## config.mk

```make
export PLATFORM = sky130hd
export DESIGN_NAME = rasterizer_cmd_queue
export DESIGN_NICKNAME = d
export VERILOG_FILES = /design/src/rtl/common_pkg.sv /design/src/rtl/fifo_sync.sv /design/src/rtl/rasterizer_cmd_queue.sv
export SDC_FILE = /design/constraint.sdc
export NUM_CORES = 1
export LEC_CHECK = 0
export ABC_AREA = 1
export CORE_ASPECT_RATIO = 1.25
export CORE_MARGIN = 8
export CORE_UTILIZATION = 35
export CTS_CLUSTER_SIZE = 30
export DETAILED_ROUTE_END_ITERATION = 12
export PLACE_DENSITY_LB_ADDON = 0.12
export RECOVER_POWER = 50
export SYNTH_ARGS = -nofsm -noshare
export SYNTH_HDL_FRONTEND = slang
export SYNTH_SLANG_ARGS = --single-unit
export TNS_END_PERCENT = 30
```

## constraint.sdc

```tcl
create_clock -name clk -period 2.9 [get_ports clk]
set_input_delay 0.725 -clock clk [delete_from_list [all_inputs] [get_ports clk]]
set_output_delay 0.725 -clock clk [all_outputs]
set_load 0.05 [all_outputs]
```

## src/rtl/common_pkg.sv

```systemverilog
// Shared raster command encoding and default payload widths.
package common;

    localparam int COORD_W_DEFAULT  = 8;
    localparam int COLOUR_W_DEFAULT = 3;

    // Encoding 0 is the idle/no-op command, so reset payloads read as NOP.
    typedef enum logic [1:0] {
        RC_NOP  = 2'd0,
        RC_LINE = 2'd1,
        RC_RECT = 2'd2,
        RC_FILL = 2'd3
    } raster_command_t;

endpackage

```

## src/rtl/fifo_sync.sv

```systemverilog
// Generic single-clock FIFO with flush. Read data is the tail entry, always
// visible. Pushes into a full FIFO and pops from an empty one are ignored.
// A flush wins over a same-cycle push or pop.
module fifo_sync #(
    parameter int DEPTH = 4,
    parameter int WIDTH = 8
) (
    input  logic                           clk,
    input  logic                           rst,
    input  logic                           i_push,
    input  logic                           i_pop,
    input  logic                           i_flush,
    input  logic [WIDTH-1:0]               i_data,
    output logic [WIDTH-1:0]               o_data,
    output logic [$clog2(DEPTH+1)-1:0]     o_count,
    output logic                           o_full,
    output logic                           o_empty
);
    localparam int AW = $clog2(DEPTH);
    localparam int CW = $clog2(DEPTH+1);

    logic [WIDTH-1:0] r_mem [DEPTH];
    logic [AW-1:0]    r_head;
    logic [AW-1:0]    r_tail;
    logic [CW-1:0]    r_count;
    logic             w_push;
    logic             w_pop;

    assign o_full  = (r_count == CW'(DEPTH));
    assign o_empty = (r_count == '0);
    assign w_push  = i_push && !o_full  && !i_flush;
    assign w_pop   = i_pop  && !o_empty && !i_flush;
    assign o_data  = r_mem[r_tail];
    assign o_count = r_count;

    // Storage write at the head; contents need no reset since count gates reads.
    always_ff @(posedge clk) begin
        if (w_push) r_mem[r_head] <= i_data;
    end

    // Pointer and occupancy tracking; DEPTH is a power of two so pointers wrap naturally.
    always_ff @(posedge clk or posedge rst) begin
        if (rst) begin
            r_head  <= '0;
            r_tail  <= '0;
            r_count <= '0;
        end else if (i_flush) begin
            r_tail  <= r_head;
            r_count <= '0;
        end else begin
            if (w_push) r_head <= r_head + 1'b1;
            if (w_pop)  r_tail <= r_tail + 1'b1;
            if (w_push && !w_pop)      r_count <= r_count + 1'b1;
            else if (w_pop && !w_push) r_count <= r_count - 1'b1;
        end
    end

endmodule

```

## src/rtl/rasterizer_cmd_queue.sv

```systemverilog
// CPU-to-rasterizer command queue: buffers raster commands and issues them
// in order as registered one-cycle execute pulses, with flush and a sticky
// overflow flag for submits that arrive while the queue is full.
module rasterizer_cmd_queue
    import common::*;
#(
    parameter int DEPTH    = 4,
    parameter int COORD_W  = COORD_W_DEFAULT,
    parameter int COLOUR_W = COLOUR_W_DEFAULT
) (
    input  logic                         clk,
    input  logic                         rst_async,
    input  raster_command_t              cpu_command,
    input  logic [COORD_W-1:0]           cpu_x0,
    input  logic [COORD_W-1:0]           cpu_y0,
    input  logic [COORD_W-1:0]           cpu_x1,
    input  logic [COORD_W-1:0]           cpu_y1,
    input  logic [COLOUR_W-1:0]          cpu_colour,
    input  logic                         cpu_submit,
    input  logic                         cpu_flush,
    input  logic                         cpu_clear_overflow,
    output logic                         queue_full,
    output logic [$clog2(DEPTH+1)-1:0]   queue_count,
    output logic                         gpu_idle,
    output logic                         overflow,
    output raster_command_t              rast_command,
    output logic [COORD_W-1:0]           rast_x0,
    output logic [COORD_W-1:0]           rast_y0,
    output logic [COORD_W-1:0]           rast_x1,
    output logic [COORD_W-1:0]           rast_y1,
    output logic [COLOUR_W-1:0]          rast_colour,
    output logic                         rast_execute_request,
    input  logic                         rast_busy
);
    localparam int CMD_W   = $bits(raster_command_t);
    localparam int ENTRY_W = CMD_W + 4*COORD_W + COLOUR_W;

    logic [ENTRY_W-1:0]  w_entry_in;
    logic [ENTRY_W-1:0]  w_entry_out;
    logic [CMD_W-1:0]    w_cmd_bits;
    logic [COORD_W-1:0]  w_x0, w_y0, w_x1, w_y1;
    logic [COLOUR_W-1:0] w_colour;
    logic                w_full;
    logic                w_empty;
    logic                w_push;
    logic                w_pop;

    raster_command_t     r_command;
    logic [COORD_W-1:0]  r_x0, r_y0, r_x1, r_y1;
    logic [COLOUR_W-1:0] r_colour;
    logic                r_req;
    logic                r_overflow;

    assign w_entry_in = {cpu_command, cpu_x0, cpu_y0, cpu_x1, cpu_y1, cpu_colour};
    assign {w_cmd_bits, w_x0, w_y0, w_x1, w_y1, w_colour} = w_entry_out;

    // Full is judged on the current count, so a same-cycle pop never makes room.
    assign w_push = cpu_submit && !w_full && !cpu_flush;
    // Issue holdoff: never pop while a pulse is out, so pulses are >= 2 cycles apart.
    assign w_pop  = !w_empty && !rast_busy && !r_req && !cpu_flush;

    fifo_sync #(
        .DEPTH (DEPTH),
        .WIDTH (ENTRY_W)
    ) u_fifo (
        .clk     (clk),
        .rst     (rst_async),
        .i_push  (w_push),
        .i_pop   (w_pop),
        .i_flush (cpu_flush),
        .i_data  (w_entry_in),
        .o_data  (w_entry_out),
        .o_count (queue_count),
        .o_full  (w_full),
        .o_empty (w_empty)
    );

    // Issue stage: latch the tail entry and raise a single-cycle execute pulse.
    always_ff @(posedge clk or posedge rst_async) begin
        if (rst_async) begin
            r_req     <= 1'b0;
            r_command <= RC_NOP;
            r_x0      <= '0;
            r_y0      <= '0;
            r_x1      <= '0;
            r_y1      <= '0;
            r_colour  <= '0;
        end else begin
            r_req <= w_pop;
            if (w_pop) begin
                r_command <= raster_command_t'(w_cmd_bits);
                r_x0      <= w_x0;
                r_y0      <= w_y0;
                r_x1      <= w_x1;
                r_y1      <= w_y1;
                r_colour  <= w_colour;
            end
        end
    end

    // Sticky overflow: set beats clear; a submit dropped by flush is not an overflow.
    always_ff @(posedge clk or posedge rst_async) begin
        if (rst_async)                                 r_overflow <= 1'b0;
        else if (cpu_submit && w_full && !cpu_flush)   r_overflow <= 1'b1;
        else if (cpu_clear_overflow)                   r_overflow <= 1'b0;
    end

    assign queue_full           = w_full;
    assign overflow             = r_overflow;
    assign gpu_idle             = w_empty && !rast_busy && !r_req;
    assign rast_execute_request = r_req;
    assign rast_command         = r_command;
    assign rast_x0              = r_x0;
    assign rast_y0              = r_y0;
    assign rast_x1              = r_x1;
    assign rast_y1              = r_y1;
    assign rast_colour          = r_colour;

endmodule

```

==> Word level (Yosys, flattened, before mapping) <==
Memory sizes are Yosys's and may differ from the RTL's. A register that Yosys moved wholly into a read port is not among the register bits.
Cells that the tools add are included.
{ "word_totals": {"register_bits": 9, "ram_bits": 148, "in_bits": 43, "output_inout_bits": 44, "word_cells": 48, "n_memories": 1} }
{ "mem_list": {"columns": ["name", "words", "width", "rd", "rd_clocked_by_memory_dff", "write_ports", "line", "source"], "rows": [
  ["u_fifo.r_mem", 4, 37, 1, 1, 1, "fifo_sync.sv:22", "logic [WIDTH-1:0] r_mem [DEPTH];"]
]} }
{ "classes": {"addsub": 4, "n_eq_ne": 1, "n_mux": 9, "n_bitwise": 1, "n_reduce_logical": 27} }
{ "ops": {"columns": ["operator", "n"], "rows": [
  ["logical AND 1 bit", 15],
  ["two-way mux 3 bit", 3],
  ["logical NOT 1 bit", 7],
  ["adder 2 x 1 -> 2 bit (second input constant)", 2],
  ["two-way mux 1 bit", 4],
  ["two-way mux 2 bit", 2],
  ["nonzero test 2 bit", 2],
  ["adder 3 x 1 -> 3 bit (second input constant)", 1],
  ["equality test 3 bit (second input constant)", 1],
  ["logical NOT 3 bit", 1],
  ["nonzero test 3 bit", 1],
  ["subtractor 3 x 1 -> 3 bit (second input constant)", 1],
  ["AND reduction 2 bit", 1],
  ["NOT 1 bit", 1]
]} }

==> Logic depth before layout (Yosys ltp) <==
Gate-level depths: netlist of run 1.
{ "logic_depth": {"depth_word": 11, "depth_mapped": 12, "ltp_nobuf": 12} }

==> Cells and area by module <==
A second synthesis of run 1 with hierarchy kept.
{ "hier_totals": {"cells_unflattened": 606, "hier_area_um2": 7659.8} }
{ "modules_own_cells": {"columns": ["module", "n_inst", "cells_each", "area_each_um2"], "rows": [
  ["fifo_sync", 1, 432, 6049.6],
  ["rasterizer_cmd_queue", 1, 174, 1610.3]
]} }

==> Least setup slack after synthesis of run 1 <==
No wires, ideal clock.
{ "synth_timing": {"path_type": "input to register", "from": "input cpu_flush", "to": "memory u_fifo.r_mem[0][0] (netlist bit), enable pin", "arrival_ps": 2702, "required_time_ps": 2469, "slack_ps": -233, "cell_stages": 5, "path_buffers": 0, "path_cell_list": "inv_1 > nand2_1 > a21oi_4 > inv_1 > nor2_1"} }
{ "synth_between": {"elab_chain_len": 6} }
{ "synth_lines": {"columns": ["item", "line", "source"], "rows": [
  ["start: declaration", "rasterizer_cmd_queue.sv:20", "input logic cpu_flush,"],
  ["logical NOT 1 bit *", "fifo_sync.sv:31, rasterizer_cmd_queue.sv:58", null],
  ["logical AND 1 bit", "rasterizer_cmd_queue.sv:58", "assign w_push = cpu_submit && !w_full && !cpu_flush;"],
  ["logical AND 1 bit", "fifo_sync.sv:31", "assign w_push = i_push && !o_full && !i_flush;"],
  ["logical AND 1 bit *", "fifo_sync.sv:31", null],
  ["two-way mux 1 bit *", "fifo_sync.sv:38", "if (w_push) r_mem[r_head] <= i_data;"],
  ["two-way mux 1 bit (implied by the code) *", "fifo_sync.sv:38", null],
  ["end: declaration", "fifo_sync.sv:22", null]
]} }
Every way passes the cells marked *; elsewhere a longest branch is shown, timed or not.

==> Worst setup path after layout of run 1 <==
{ "layout_timing": {"from": "register u_fifo.r_count[0] (netlist: u_fifo.o_count[0])", "to": "output queue_full"} }
{ "layout_between": {"elab_chain_len": 1} }
{ "layout_lines": {"columns": ["item", "line", "source"], "rows": [
  ["start: declaration", "fifo_sync.sv:25", "logic [CW-1:0] r_count;"],
  ["start signal: assignment", "fifo_sync.sv:53", "if (w_push && !w_pop) r_count <= r_count + 1'b1;"],
  ["start signal: assignment", "fifo_sync.sv:54", "else if (w_pop && !w_push) r_count <= r_count - 1'b1;"],
  ["equality test 3 bit", "fifo_sync.sv:29", "assign o_full = (r_count == CW'(DEPTH));"],
  ["end: declaration", "rasterizer_cmd_queue.sv:22", "output logic queue_full,"]
]} }
Every way passes these cells.

==> results of run 1 <==
-- cell families (layout without fill, tap and decap cells) --
| group | Yosys count | after routing | share of synthesized area, % |
|---|---|---|---|
| AND/OR/NAND/NOR | 221 | 221 | 11.28 |
| flip-flops | 194 | 194 | 74.43 |
| AO/OA/AOI/OAI | 116 | 116 | 9.371 |
| buffers and inverters | 53 | 154 | 3.745 |
| adder cells (fa/ha/maj) | 5 | 5 | 0.9321 |
| XOR/XNOR | 2 | 2 | 0.2331 |
-- report_power, final --
| part | total, mW | switching (mW) | leakage, nW | internal, mW |
|---|---|---|---|---|
| clock | 2.54 | 0.983 | 0.311 | 1.56 |
| combinational | 3.82 | 2.59 | 1.15 | 1.23 |
| sequential | 3.81 | 0.273 | 1.86 | 3.53 |
| total | 10.2 | 3.84 | 3.32 | 6.32 |
-- placed cells by master, fill, tap and decap left out, types with 8 or more instances in the layout --
| cell | n |
|---|---|
| a31oi_1 | 27 |
| a31oi_2 | 10 |
| buf_12 | 8 |
| clkbuf_16 | 17 |
| clkdlybuf4s50_1 | 46 |
| dfrtp_1 | 44 |
| dlygate4sd3_1 | 39 |
| edfxtp_1 | 148 |
| inv_1 | 17 |
| nand2_1 | 21 |
| nor2_1 | 189 |
| o21ai_0 | 61 |
| o21ai_1 | 14 |
-- stage by stage --
step                setup TNS [ps]  power, mW  util (%)  instances
CTS                              0      10.34     44.24        971
finish                           0      10.17     44.10        971
global placement                 0      7.747     41.20        939
floorplan                   -34520      6.472         -        591
global route                     0      10.75     44.10        971
detailed placement               0      7.771     41.20        939
-- sequential cells by signal, summed over array words and instances, names as in the netlist --
signal	flops
rast_y0	8
u_fifo.o_count	3
u_fifo.r_tail	2
rast_y1	8
rast_x1	8
rast_command	2
overflow	1
u_fifo.r_mem	148
rast_colour	3
u_fifo.r_head	2
rast_x0	8
rast_execute_request	1
-- layout make-up --
cell class,count,area [um^2],area share [%]
inverter,21,81.33,0.8651
clock buffer,20,446.7,4.751
timing repair buffer,101,1066,11.34
multi-input combinational,344,1657,17.62
clock inverter,12,201.4,2.143
tap,279,349.1,3.713
sequential,194,5600,59.57
-- per-layer routing --
metal | global-route usage [%] | routed length, um | vias up | part of all wire [%]
met5 | 0 | 12 | - | 0.071
met4 | 4.170 | 196 | 2 | 1.2
met3 | 3.065 | 637 | 17 | 3.8
met2 | 22.67 | 8538 | 87 | 51
met1 | 15.71 | 7454 | 2253 | 44
li1 | - | - | 2234 | -
-- worst register-to-register path, delay by kind of cell (launching register included) --
kind	cells	cell delay (ps)
buf+inv	1	1160
simple gates	2	290
flops	1	410
compound gates	2	340
-- worst max path at each step --
stage	from	endpoint	slack, ps	cells after the start
after global routing	rst_async	u_fifo.r_tail[0]	160	3
after CTS	u_fifo.o_count[0]	queue_full	150	4
after detailed placement	cpu_flush	u_fifo.r_mem[0][18]	220	7
after global placement	cpu_flush	u_fifo.r_mem[0][22]	280	7
final	u_fifo.o_count[0]	queue_full	210	4
after floorplan	cpu_flush	u_fifo.r_mem[0][0]	-230	5
==> run metrics, run 1 <==
CTS tree yes; Slew Viols, Final 76; final hold violations 0; fin crit share 92.92%; cell family contributing the most delay on the critical path buffers and inverters; die width 147.1 um; #FFs+latches synth a little under 200; top-count cell post-synth nor2_1; status finished, violations left; FF-to-FF End rast_colour[0]; number of synthesized flops with an enable pin 148; CP Launch Type flop; Finished Cell Area roughly 9400 um^2; RSZ-0062 raised after global routing false; failing checks capacitance limit, slew limit; # IOs 87; Final Skew between 9 and 10 ps; Final GP Congestion roughly 0.74; WS Path Type flop to output pin; Global Route Usage Sum 13.09%; WHS Endpoint overflow; Max-cap violations 1; Critical Path End Type output pin; worst hold path depth 2; TritonRoute pass-1 iters 4; clock buffer count from CTS 17; clock slew at reported path FFs ~70 ps; layout cells sized above 1 under 10%; placed inst area around 9000 um^2; vias in the first global route around 4900; largest net degree at the start of global routing 76; clock root buffer clkbuf_16; Synth Flop Type edfxtp_1; FFs w/ async S/R, synth between 20% and 30%; Fillers 1969; critical register-to-register path startpoint u_fifo.r_tail[0]; Slowest cell on crit path clkdlybuf4s50_1; Syn Std Cell Area approximately 7500 um^2; # nets final slightly above 700; post-place setup slack around 220 ps; clk sinks ~190; Rel. slew slack -6.253%; Pleak 3.321 nW; VDD IR-drop max 0.5569 mV; WL/cell about 17 um; top cells by area, synth edfxtp_1 (59%), dfrtp_1 (15%), nor2_1 (9.6%); hold buffers post-CTS 0; worst min-delay path category flop to flop; fmax roughly 370 MHz; clock latency on the worst-skew pair about 420 ps; post-route ant nets 0; hold_sp overflow; worst hold slack 545.2 ps; Cell Rows 60; Yosys warning count 0; register-to-register setup slack about 630 ps; DRC Markers 0; Vias/cell 4.730; Diodes inserted 0; post-detail-place hpwl about 11000 um; unique cell type count in the Yosys netlist 27; crit path cell chain nor2_4 -> nand2_1 -> inv_1 -> clkdlybuf4s50_1; total setup buffers inserted after CTS 0; grt ovf 0; Slowest Stage Delay on Critical Path between 700 and 800 ps; DR vias roughly 4600; syn nets approximately 640; cell taking the most area after synthesis edfxtp_1; routed wire length about 17000 um; Worst R2R Path Depth 5; Final min period roughly 2700 ps; Port Buffers 86; CTS Buffer Depth 2; die area about 26000 um^2; die height about 180 um; Power Density ~1100 nW/um^2; initial antenna violation count 1; DR iter-0 viols approximately 330; Buf/Inv on CP 2; H-tree levels 4; Synth Instances slightly below 600; Synth top area share 59.12%; CP max FO 5; sequential fraction of the synthesis area approximately three quarters; final worst slack between 200 and 250 ps; first-pass GRT wire length 26970 um; syn_area_per_cell ~13 um^2; CTS resizes 0; final setup violation count 0; Post-synth top cells nor2_1 (193), edfxtp_1 (148), o21ai_0 (60); Initial Util a little over a third; Worst Path Required roughly 2200 ps; Layout area overhead 25.07%; Core Area approximately 21000 um^2; worst slew pin tran 1594 ps; Worst EP arrival between 1500 and 2000 ps
Power figures use the tool's default switching activity.
==> run 2, diff against run 1 <==
Settings changed: CAP_MARGIN set to 20.
==> results of run 2 <==
No change in the layout: final DEF, timing and power equal those of run 1.
==> run 3, diff against run 2 <==
Settings changed: HOLD_SLACK_MARGIN set to 0.12.
Clock period 2.9 ns to 2.3 ns, I/O delays scaled along.
==> run metrics, run 3 (synthesized netlist as in run 1, its figures left out) <==
initial antenna violation count 0 (was 1); total power 12.57 mW (was 10.17 mW); Finished Cell Area 9408 um^2 (was 9402 um^2); DR vias 4634 (was 4593); Slowest cell on crit path clkdlybuf4s50_1 (unchanged); Initial Util 35.26% (unchanged); TritonRoute pass-1 iters 6 (was 4); post-route ant nets 0 (unchanged); largest net degree at the start of global routing 50 (was 76); Critical Path End Type output pin (unchanged); Max-cap violations 0 (was 1); DR iter-0 viols 160 (was 333); number of flip-flops in the largest register 148 (unchanged); Setup TNS Final 0 ps (unchanged); total setup buffers inserted after CTS 0 (unchanged); grt ovf 0 (unchanged); Core Area 21320 um^2 (unchanged); worst min-delay path category flop to flop (unchanged); clk sinks 194 (unchanged); placed inst area 8910 um^2 (was 8785 um^2); Final GP Congestion 0.7369 (was 0.7399); routed wire length 17140 um (was 16840 um); RSZ-0062 raised after global routing false (unchanged); CP max FO 2 (was 5); crit path cell chain clkdlybuf4s50_1 (was nor2_4 -> nand2_1 -> inv_1 -> clkdlybuf4s50_1); cell family contributing the most delay on the critical path buffers and inverters (unchanged); CTS tree yes (unchanged); Port Buffers 86 (unchanged); WHS Endpoint overflow (unchanged); register-to-register setup slack 260 ps (was 630 ps); worst hold path depth 2 (unchanged); fmax ~450 MHz; hold buffers post-CTS 0 (unchanged); die height 179.9 um (unchanged); Slowest Stage Delay on Critical Path 820 ps (was 790 ps); post-detail-place hpwl 11020 um (was 10520 um); first-pass GRT wire length 27210 um (was 26970 um); # IOs 87 (unchanged); post-place setup slack -36.42 ps (was 220.0 ps); # nets final 737 (was 727); clock slew at reported path FFs 60 ps (was 70 ps); Buf/Inv on CP 1 (was 2); final hold violations 0 (unchanged); Power Density 1336 nW/um^2 (was 1081 nW/um^2); H-tree levels 4 (unchanged); commonest cells after routing, fill and taps aside nor2_1 (189), edfxtp_1 (148), o21ai_0 (60), dfrtp_1 (44), clkdlybuf4s50_1 (41) (was nor2_1 (189), edfxtp_1 (148), o21ai_0 (61), clkdlybuf4s50_1 (46), dfrtp_1 (44)); Global Route Usage Sum 13.47% (was 13.09%); Layout area overhead 25.15% (was 25.07%); clock buffer count from CTS 17 (unchanged); CTS resizes 0 (unchanged); Vias/cell 4.719 (was 4.730); Final Skew 9.954 ps (was 9.059 ps); Pleak 3.325 nW (was 3.321 nW); fin crit share approximately 96%; VDD IR-drop max 0.6834 mV (was 0.5569 mV); WS Path Type flop to output pin (unchanged); Largest Register u_fifo.r_mem (unchanged); commonest non-fill, non-tap cell in the layout nor2_1 (unchanged); Worst R2R Path Depth 8 (was 5); hold_sp overflow (unchanged); WL/cell 17.46 um (was 17.34 um); die area 26450 um^2 (unchanged); CP Launch Type flop (unchanged); CTS Buffer Depth 2 (unchanged); FF-to-FF End rast_x0[0] (was rast_colour[0]); Worst Path Required 1730 ps (was 2170 ps); status complete, no violations (was finished, violations left); critical register-to-register path startpoint u_fifo.o_count[0] (was u_fifo.r_tail[0]); Rel. slew slack 45.41% (was -6.253%); Cell Rows 60 (unchanged); vias in the first global route 4867 (was 4874); clock root buffer clkbuf_16 (unchanged); Final min period approximately 2200 ps; Slew Viols, Final 0 (was 76); final setup violation count 0 (unchanged); Worst EP arrival 1630 ps (was 1970 ps); die width 147.1 um (unchanged); worst hold slack 540.1 ps (was 545.2 ps); final worst slack 93.15 ps (was 205.4 ps); worst slew pin tran 817.7 ps (was 1594 ps); layout cells sized above 1 11.25% (was 9.827%); DRC Markers 0 (unchanged); clock latency on the worst-skew pair 440 ps (was 420 ps)
run 3: changes by cell type in the layout (fill, tap and decap cells not counted), moves of 2 or more:
| cell | before | now |
|---|---|---|
| buf_4 | 6 | 13 |
| clkdlybuf4s50_1 | 46 | 41 |
| buf_12 | 8 | 11 |
| bufinv_16 | 5 | 2 |
| clkinv_1 | 0 | 3 |
| clkbuf_1 | 2 | 4 |
| clkbuf_2 | 2 | 4 |
| clkinvlp_4 | 2 | 4 |
run 3: final cells by class:
class | instances | area [um^2]
tap | 279 | 349.1
multi-input combinational | 344 | 1659
fill | 1970 | 11910
inverter | 21 | 80.08
sequential | 194 | 5600
clock inverter | 14 | 137.6
timing repair buffer | 111 | 1150
antenna | 1 | 2.502
clock buffer | 18 | 429.2
run 3: where the power goes:
part	switching, mW	internal [mW]	leakage [nW]
Sequential	0.391	4.45	1.86
Clock	1.28	1.59	0.266
Combinational	3.25	1.60	1.20
run 3: worst max-delay path by stage:
stage,start,end,slack [ps],depth (start not counted)
after floorplan,u_fifo.o_count[0],u_fifo.r_mem[0][0],-200,4
after global placement,rast_busy,u_fifo.o_count[2],-20,13
after detailed placement,cpu_flush,u_fifo.o_count[2],-40,11
after CTS,rast_y0[5],rast_y0[5],50,1
after global routing,rast_y0[3],rast_y0[3],40,1
final,rast_y0[5],rast_y0[5],90,1
run 3: through the flow:
step,cells,util (%)
after floorplan,591,-
after global placement,949,41.79
after detailed placement,949,41.79
after CTS,981,44.45
after global routing,981,44.11
final,982,44.13
run 3: metal layers:
metal	wire length, um	vias up	track usage, %
met5	0	-	0
met4	248	0	4.783
met3	722	14	3.392
met2	8807	81	23.01
met1	7364	2277	16.10
li1	-	2262	-
